$ cat config.mk
export PLATFORM = sky130hd
export DESIGN_NAME = mem_access_unit_flat
export DESIGN_NICKNAME = d
export VERILOG_FILES = /design/src/rtl/mem_access_unit_pkg.sv /design/src/rtl/mem_access_unit_if.sv /design/src/rtl/mem_access_unit_load_extend.sv /design/src/rtl/mem_access_unit.sv /design/src/flat_wrapper.sv
export SDC_FILE = /design/constraint.sdc
export NUM_CORES = 1
export LEC_CHECK = 0
export CAP_MARGIN = 20
export CORE_ASPECT_RATIO = 0.6
export CORE_MARGIN = 5
export CORE_UTILIZATION = 45
export CTS_BUF_LIST = sky130_fd_sc_hd__clkbuf_2 sky130_fd_sc_hd__clkbuf_4 sky130_fd_sc_hd__clkbuf_8
export DETAILED_ROUTE_END_ITERATION = 7
export PLACE_DENSITY_LB_ADDON = 0.1
export SLEW_MARGIN = 25
export SYNTH_ARGS = -nofsm -noshare
export SYNTH_HDL_FRONTEND = slang
export SYNTH_SLANG_ARGS = --single-unit
$ cat constraint.sdc
create_clock -name clk -period 2.55 [get_ports clk]
set_clock_uncertainty 0.2 [all_clocks]
set_input_delay 0.6375 -clock clk [delete_from_list [all_inputs] [get_ports clk]]
set_output_delay 0.6375 -clock clk [all_outputs]
set_load 0.01 [all_outputs]
$ cat src/rtl/mem_access_unit_pkg.sv
// Shared constants, types and helpers for the load/store unit.
// Exception codes and memory widths match the RAM side of the interface.
package mem_access_unit_pkg;

  localparam int EXCEPTION_LEN = 4;
  typedef logic [EXCEPTION_LEN-1:0] excep_t;

  localparam excep_t EXCEP_OK                = 4'd0;
  localparam excep_t EXCEP_INVALID_MEM_READ  = 4'd1;
  localparam excep_t EXCEP_INVALID_MEM_WRITE = 4'd2;
  localparam excep_t EXCEP_MISALIGNED_LOAD   = 4'd3;
  localparam excep_t EXCEP_MISALIGNED_STORE  = 4'd4;
  localparam excep_t EXCEP_MEM_TIMEOUT       = 4'd5;

  localparam logic [1:0] MEM_WIDTH_BYTE = 2'd0;
  localparam logic [1:0] MEM_WIDTH_HALF = 2'd1;
  localparam logic [1:0] MEM_WIDTH_WORD = 2'd2;

  localparam logic [1:0] LSU_IDLE  = 2'd0;
  localparam logic [1:0] LSU_ISSUE = 2'd1;
  localparam logic [1:0] LSU_WAIT  = 2'd2;
  localparam logic [1:0] LSU_DONE  = 2'd3;

  localparam logic [2:0] FUNCT3_LB  = 3'b000;
  localparam logic [2:0] FUNCT3_LH  = 3'b001;
  localparam logic [2:0] FUNCT3_LW  = 3'b010;
  localparam logic [2:0] FUNCT3_LBU = 3'b100;
  localparam logic [2:0] FUNCT3_LHU = 3'b101;
  localparam logic [2:0] FUNCT3_SB  = 3'b000;
  localparam logic [2:0] FUNCT3_SH  = 3'b001;
  localparam logic [2:0] FUNCT3_SW  = 3'b010;

  typedef struct packed {
    logic        is_load;
    logic [2:0]  funct3;
    logic [31:0] addr;
    logic [31:0] store_data;
  } mem_req_t;

  function automatic logic funct3_legal(input logic is_load, input logic [2:0] f3);
    if (is_load)
      return f3 inside {FUNCT3_LB, FUNCT3_LH, FUNCT3_LW, FUNCT3_LBU, FUNCT3_LHU};
    return f3 inside {FUNCT3_SB, FUNCT3_SH, FUNCT3_SW};
  endfunction

  function automatic logic is_misaligned(input logic [1:0] width, input logic [1:0] a);
    case (width)
      MEM_WIDTH_HALF: return a[0];
      MEM_WIDTH_WORD: return |a;
      default:        return 1'b0;
    endcase
  endfunction

  function automatic logic [31:0] trim_store_data(input logic [1:0] width,
                                                  input logic [31:0] data);
    case (width)
      MEM_WIDTH_BYTE: return {24'd0, data[7:0]};
      MEM_WIDTH_HALF: return {16'd0, data[15:0]};
      default:        return data;
    endcase
  endfunction

endpackage

$ cat src/rtl/mem_access_unit_if.sv
// Request/result bus from the execute stage plus the RAM request bus.
// slave = the load/store unit, master = execute stage and RAM together.
interface mem_access_unit_if;
  import mem_access_unit_pkg::*;

  logic        reqValid_In;
  logic        reqReady_Out;
  logic        isLoad_In;
  logic [2:0]  funct3_In;
  logic [31:0] addr_In;
  logic [31:0] storeData_In;
  logic        resultValid_Out;
  logic [31:0] loadData_Out;
  excep_t      exception_Out;

  logic [31:0] ramAddr_Out;
  logic [31:0] ramData_Out;
  logic [1:0]  ramWidth_Out;
  logic        ramIsRead_Out;
  logic        ramValid_Out;
  logic [31:0] ramData_In;
  logic        ramOK_In;
  excep_t      ramException_In;

  modport slave (
    input  reqValid_In, isLoad_In, funct3_In, addr_In, storeData_In,
    input  ramData_In, ramOK_In, ramException_In,
    output reqReady_Out, resultValid_Out, loadData_Out, exception_Out,
    output ramAddr_Out, ramData_Out, ramWidth_Out, ramIsRead_Out, ramValid_Out
  );

  modport master (
    output reqValid_In, isLoad_In, funct3_In, addr_In, storeData_In,
    output ramData_In, ramOK_In, ramException_In,
    input  reqReady_Out, resultValid_Out, loadData_Out, exception_Out,
    input  ramAddr_Out, ramData_Out, ramWidth_Out, ramIsRead_Out, ramValid_Out
  );
endinterface

$ cat src/rtl/mem_access_unit_load_extend.sv
// Sign/zero extension of raw RAM read data according to the load funct3.
module mem_access_unit_load_extend
  import mem_access_unit_pkg::*;
(
  input  logic [2:0]  funct3,
  input  logic [31:0] raw,
  output logic [31:0] ext
);

  // NOTE: a default assignment ahead of the case keeps this purely combinational (no latch).
  always_comb begin
    ext = raw;
    case (funct3)
      FUNCT3_LB:  ext = {{24{raw[7]}}, raw[7:0]};
      FUNCT3_LH:  ext = {{16{raw[15]}}, raw[15:0]};
      FUNCT3_LBU: ext = {24'd0, raw[7:0]};
      FUNCT3_LHU: ext = {16'd0, raw[15:0]};
      default:    ext = raw;
    endcase
  end

endmodule

$ cat src/rtl/mem_access_unit.sv
// Load/store stage: validates a request, runs one RAM transaction with a
// timeout, and returns a single-cycle result pulse with extended load data.
module mem_access_unit
  import mem_access_unit_pkg::*;
#(
  parameter int ADDR_BITS      = 29,
  parameter int TIMEOUT_CYCLES = 16
) (
  input  logic             clk,
  input  logic             rst,
  mem_access_unit_if.slave bus
);

  localparam int CNT_W = $clog2(TIMEOUT_CYCLES + 1);
  localparam logic [CNT_W-1:0] CNT_LAST = CNT_W'(TIMEOUT_CYCLES - 1);

  logic [1:0]       state_q, state_d;
  mem_req_t         req_q, req_d;
  excep_t           ram_exc_q, ram_exc_d;
  excep_t           exc_q, exc_d;
  logic [31:0]      load_data_q, load_data_d;
  logic [CNT_W-1:0] cnt_q, cnt_d;

  logic [31:0] ext_data;
  logic        out_of_range;
  logic        bad_funct3;

  mem_access_unit_load_extend u_load_extend (
    .funct3 (req_q.funct3),
    .raw    (bus.ramData_In),
    .ext    (ext_data)
  );

  assign out_of_range = |(bus.addr_In >> ADDR_BITS);
  assign bad_funct3   = !funct3_legal(bus.isLoad_In, bus.funct3_In);

  always_comb begin
    state_d     = state_q;
    req_d       = req_q;
    ram_exc_d   = ram_exc_q;
    exc_d       = exc_q;
    load_data_d = load_data_q;
    cnt_d       = cnt_q;

    case (state_q)
      LSU_IDLE: begin
        if (bus.reqValid_In) begin
          req_d       = '{is_load: bus.isLoad_In, funct3: bus.funct3_In,
                          addr: bus.addr_In, store_data: bus.storeData_In};
          load_data_d = '0;
          cnt_d       = '0;
          // Range/encoding errors take priority over alignment errors.
          if (bad_funct3 || out_of_range) begin
            state_d = LSU_DONE;
            exc_d   = bus.isLoad_In ? EXCEP_INVALID_MEM_READ : EXCEP_INVALID_MEM_WRITE;
          end else if (is_misaligned(bus.funct3_In[1:0], bus.addr_In[1:0])) begin
            state_d = LSU_DONE;
            exc_d   = bus.isLoad_In ? EXCEP_MISALIGNED_LOAD : EXCEP_MISALIGNED_STORE;
          end else begin
            state_d = LSU_ISSUE;
            exc_d   = EXCEP_OK;
          end
        end
      end
      LSU_ISSUE: begin
        ram_exc_d = bus.ramException_In;
        cnt_d     = '0;
        state_d   = LSU_WAIT;
      end
      LSU_WAIT: begin
        if (bus.ramOK_In) begin
          state_d = LSU_DONE;
          if (ram_exc_q != EXCEP_OK) begin
            exc_d       = ram_exc_q;
            load_data_d = '0;
          end else begin
            exc_d       = EXCEP_OK;
            load_data_d = req_q.is_load ? ext_data : '0;
          end
        end else if (cnt_q == CNT_LAST) begin
          state_d     = LSU_DONE;
          exc_d       = EXCEP_MEM_TIMEOUT;
          load_data_d = '0;
        end else begin
          cnt_d = cnt_q + 1'b1;
        end
      end
      default: state_d = LSU_IDLE;
    endcase
  end

  // NOTE: sequential state uses non-blocking assignments so every flop samples pre-edge values.
  always_ff @(posedge clk) begin
    if (!rst) begin
      state_q     <= LSU_IDLE;
      req_q       <= '0;
      ram_exc_q   <= EXCEP_OK;
      exc_q       <= EXCEP_OK;
      load_data_q <= '0;
      cnt_q       <= '0;
    end else begin
      state_q     <= state_d;
      req_q       <= req_d;
      ram_exc_q   <= ram_exc_d;
      exc_q       <= exc_d;
      load_data_q <= load_data_d;
      cnt_q       <= cnt_d;
    end
  end

  // Handshake outputs are gated by rst so they drop in the same cycle reset asserts.
  assign bus.reqReady_Out    = rst && (state_q == LSU_IDLE);
  assign bus.ramValid_Out    = rst && (state_q == LSU_ISSUE);
  assign bus.resultValid_Out = rst && (state_q == LSU_DONE);
  assign bus.loadData_Out    = load_data_q;
  assign bus.exception_Out   = exc_q;

  assign bus.ramAddr_Out   = req_q.addr;
  assign bus.ramWidth_Out  = req_q.funct3[1:0];
  assign bus.ramIsRead_Out = req_q.is_load;
  assign bus.ramData_Out   = trim_store_data(req_q.funct3[1:0], req_q.store_data);

endmodule
$ cat src/flat_wrapper.sv
// flat-port wrapper written by rule: the top's interface ports become plain ports
module mem_access_unit_flat import mem_access_unit_pkg::*;
#(
  parameter int ADDR_BITS      = 29,
  parameter int TIMEOUT_CYCLES = 16
)
  (clk, rst, bus_reqValid_In, bus_isLoad_In, bus_funct3_In, bus_addr_In, bus_storeData_In, bus_ramData_In, bus_ramOK_In, bus_ramException_In, bus_reqReady_Out, bus_resultValid_Out, bus_loadData_Out, bus_exception_Out, bus_ramAddr_Out, bus_ramData_Out, bus_ramWidth_Out, bus_ramIsRead_Out, bus_ramValid_Out);
  mem_access_unit_if bus_i ();
  input  logic clk;
  input  logic rst;
  input wire logic [$bits(bus_i.reqValid_In)-1:0] bus_reqValid_In;
  input wire logic [$bits(bus_i.isLoad_In)-1:0] bus_isLoad_In;
  input wire logic [$bits(bus_i.funct3_In)-1:0] bus_funct3_In;
  input wire logic [$bits(bus_i.addr_In)-1:0] bus_addr_In;
  input wire logic [$bits(bus_i.storeData_In)-1:0] bus_storeData_In;
  input wire logic [$bits(bus_i.ramData_In)-1:0] bus_ramData_In;
  input wire logic [$bits(bus_i.ramOK_In)-1:0] bus_ramOK_In;
  input wire logic [$bits(bus_i.ramException_In)-1:0] bus_ramException_In;
  output wire logic [$bits(bus_i.reqReady_Out)-1:0] bus_reqReady_Out;
  output wire logic [$bits(bus_i.resultValid_Out)-1:0] bus_resultValid_Out;
  output wire logic [$bits(bus_i.loadData_Out)-1:0] bus_loadData_Out;
  output wire logic [$bits(bus_i.exception_Out)-1:0] bus_exception_Out;
  output wire logic [$bits(bus_i.ramAddr_Out)-1:0] bus_ramAddr_Out;
  output wire logic [$bits(bus_i.ramData_Out)-1:0] bus_ramData_Out;
  output wire logic [$bits(bus_i.ramWidth_Out)-1:0] bus_ramWidth_Out;
  output wire logic [$bits(bus_i.ramIsRead_Out)-1:0] bus_ramIsRead_Out;
  output wire logic [$bits(bus_i.ramValid_Out)-1:0] bus_ramValid_Out;
  assign bus_i.reqValid_In = bus_reqValid_In;
  assign bus_i.isLoad_In = bus_isLoad_In;
  assign bus_i.funct3_In = bus_funct3_In;
  assign bus_i.addr_In = bus_addr_In;
  assign bus_i.storeData_In = bus_storeData_In;
  assign bus_i.ramData_In = bus_ramData_In;
  assign bus_i.ramOK_In = bus_ramOK_In;
  assign bus_i.ramException_In = bus_ramException_In;
  assign bus_reqReady_Out = bus_i.reqReady_Out;
  assign bus_resultValid_Out = bus_i.resultValid_Out;
  assign bus_loadData_Out = bus_i.loadData_Out;
  assign bus_exception_Out = bus_i.exception_Out;
  assign bus_ramAddr_Out = bus_i.ramAddr_Out;
  assign bus_ramData_Out = bus_i.ramData_Out;
  assign bus_ramWidth_Out = bus_i.ramWidth_Out;
  assign bus_ramIsRead_Out = bus_i.ramIsRead_Out;
  assign bus_ramValid_Out = bus_i.ramValid_Out;
  mem_access_unit #(.ADDR_BITS(ADDR_BITS), .TIMEOUT_CYCLES(TIMEOUT_CYCLES)) u_core (.clk(clk), .rst(rst), .bus(bus_i));
endmodule
==> results by group <==
Status
  • Outcome: finished, final reports clean

Die
  • Ports: around 210
  • Die W: ~150 um
  • Die area: 13,900 um^2
  • Core Area: 11,300 um^2
  • Initial Util: 46.1%
  • Die height: 93.3 um
  • Rows: 30

Power and ir drop
  • Pint: roughly 4000 uW
  • Power share of the combinational group: 31.8%
  • Clk pwr share: 30.8%
  • Worst IR drop on VDD: 0.418 mV
  • P_leak: 0.00299 uW
  • Switching power share of the total: 31.0%
  • Sw Pwr: 1840 uW
  • Pwr dens: 763 nW/um^2
  • Part of the power in registers: 37.4%

Routing
  • Via density: 4.81
  • Drt wl/cell: about 15 um
  • DRC: 0
  • Remaining antenna violation count: 0
  • Via Count: 4,638
  • DRT Pass-1 Iters: 4
  • Initial DRC count: 232
  • Post-Route WL: approximately 15 mm

STA
  • Slew margin rel.: between 40% and 50%
  • Worst-Margin Slew: 0.828 ns
  • Fmax: 399 MHz
  • Pins over their slew limit: 0
  • Tcrit/Tclk final: 98.3%
  • Final hold vios: 0
  • Total Neg Setup Slack: 0 ns
  • Unrepaired setup endpoints after global routing: no
  • Final min period: 2.51 ns
  • Final setup fails: 0
  • Final setup margin: roughly 0.044 ns

Setup path
  • Max Fanout on Critical Path: 3
  • Crit. path cell count: 7
  • Critical path class: in -> reg
  • Worst setup EP type: flop
  • Crit path buffers/inverters: 2
  • Nature of the critical path startpoint: primary input
  • Crit path cell chain: clkdlybuf4s50_1, inv_1, ha_1, a21boi_0, o311ai_0, a211o_1, a31oi_1
  • Worst path max stage delay: 0.51 ns
  • CP arrival: approximately 2.6 ns
  • Largest delay share family, worst path: compound AO/OA/AOI/OAI gates
  • FF-to-FF path depth: 10
  • Required time worst endpoint: ~2.7 ns
  • Worst path slowest cell: clkdlybuf4s50_1

Placement
  • DP HPWL: 10.6 mm
  • Worst slack at placement: -0.264 ns
  • Placed cells: 931
  • IO Port Bufs: 213
  • Routability cong.: 0.809

Synth
  • Yosys cell types: 47
  • Mean Syn Cell Area: 8.44 um^2
  • Post-synthesis register bit count: 115
  • Ys Warns: 0
  • Sequential element share of the synthesized area: 44.2%
  • Number of synthesized flops with an enable pin: 0
  • Top cell type's share of synthesized area: about 44%
  • Cell Area, Synth: 5210 um^2
  • Syn Nets: 735
  • Synth top area cells: dfxtp_1, nand2_1, a21boi_0, buf_4, and2_1
  • Post-synth top area cell: dfxtp_1
  • Share of flip-flops with an asynchronous set or reset: 0%
  • Syn Inst Count: 617
  • Prevailing post-synth register cell: dfxtp_1

Final layout
  • Share of layout cells above drive strength 1: 9.57%
  • Nets: 911
  • Commonest non-fill, non-tap cells in the layout: clkdlybuf4s50_1, nand2_1, dfxtp_1
  • Most common cell after layout, fill and taps aside: clkdlybuf4s50_1
  • Post-route insts no fill: around 970
  • Antenna diode count: 0
  • Area Overhead vs Synth: 49.2%

Global routing
  • All-Layer GR Usage: 20.5%
  • Initial antenna violation count: 0
  • First-pass GRT wire length: 22.7 mm
  • Largest net degree at the start of global routing: 100
  • Global route total overflow: 0
  • Vias in the first global route: between 4,000 and 5,000

CTS
  • Clock tree buffer depth: 2
  • Clock network latency to the later pin of the worst-skew pair: 0.41 ns
  • CTS tree: done
  • Num Clock Sinks: 115
  • Htree depth: 4
  • CTS Buf Count: 17
  • Clk slew on worst S/H paths: 0.07 ns
  • Root buffer cell: clkbuf_8

Hold path
  • Min-Delay Path Class: reg -> reg
  • Hold path depth: 2

Run
  • Max Cap Viol: 0
-- worst register-to-register path: stages, from the launching register on --
cell	delay, ns
dfxtp_1	0.34
ha_1	0.22
and3_1	0.19
ha_1	0.18
or3b_2	0.51
nand4b_4	0.15
a211oi_4	0.06
buf_12	0.17
buf_4	0.13
o21ai_1	0.08
a21boi_1	0.09
-- power by group through the flow --
stage          registers [uW]  logic (uW)  clock network (uW)
3_3_place_gp             2230        1830                   0
6_report                 2220        1890                1820
2_1_floorplan            2210        1130                   0
3_5_place_dp             2250        1860                   0
4_1_cts                  2220        1890                1870
5_1_grt                  2250        2070                1960
-- cells by family (layout without fill, tap and decap cells) --
logic type               after synthesis  after routing  synth area share [%]
AND/OR/NAND/NOR                      249            249                  22.6
adder cells (fa/ha/maj)               10             10                  2.40
buffers and inverters                 89            277                  9.68
multiplexers                           5              5                  1.06
AO/OA/AOI/OAI                        146            146                  19.6
flip-flops                           115            115                  44.2
XOR/XNOR                               3              3                 0.504
-- what timing repair did --
action                     in CTS  in global routing
gates resized for setup        22                  8
buffers inserted                0                  2
cloned                          0                  1
pin swaps                       0                  1
setup endpoints to repair      23                 29
hold buffers                    0                  0
-- final timing paths --
path / startpoint / to / slack [ns]
setup / recovery: bus_funct3_In[0] / u_core.bus.exception_Out[1] / 0.04
hold / removal: u_core.bus.loadData_Out[18] / u_core.bus.loadData_Out[18] / 0.25
setup reg to reg: u_core.cnt_q[0] / u_core.bus.loadData_Out[22] / 0.13
hold reg to reg: u_core.bus.loadData_Out[18] / u_core.bus.loadData_Out[18] / 0.25
-- flip-flops by register name, indices dropped and copies added, names as in the netlist --
signal	cells
u_core.bus.ramWidth_Out	2
u_core.bus.ramAddr_Out	32
u_core.bus.ramIsRead_Out	1
u_core.bus.exception_Out	4
u_core.ram_exc_q	4
u_core.state_q	2
u_core.req_q	33
u_core.bus.loadData_Out	32
u_core.cnt_q	5
-- per-stage QoR --
| step | cell area [um^2] | utilization, % | power (uW) | hold WS (ns) |
|---|---|---|---|---|
| 6_report | 7770 | 68.8 | 5930 | 0.251 |
| 5_1_grt | 7770 | 68.8 | 6290 | 0.275 |
| 2_1_floorplan | 5210 | - | 3340 | 0.239 |
| 4_1_cts | 7720 | 68.3 | 5980 | 0.257 |
| 3_5_place_dp | 7270 | 64.3 | 4100 | 0.247 |
| 3_3_place_gp | 7270 | 64.3 | 4050 | 0.239 |
-- final cells by class --
cell class | instances | area, um^2
inverter | 8 | 30.0
fill | 852 | 3530
timing repair buffer | 238 | 2370
tap | 160 | 200
clock buffer | 21 | 270
multi-input combinational | 413 | 2430
clock inverter | 10 | 158
sequential | 115 | 2310
-- Yosys cell counts, drive strengths merged, types with 6 or more instances --
cell type	n
a21boi	88
a21oi	10
a22oi	8
and2	39
buf	51
clkbuf	30
dfxtp	115
ha	10
inv	8
nand2	166
nor2	6
nor2b	14
o21ai	28
-- layer usage --
metal	routed length (um)	track usage [%]
met1	6740	26.8
met2	6480	31.4
met3	1340	7.65
met4	65	6.85
met5	0	0
(Power assumes the default switching activity.)
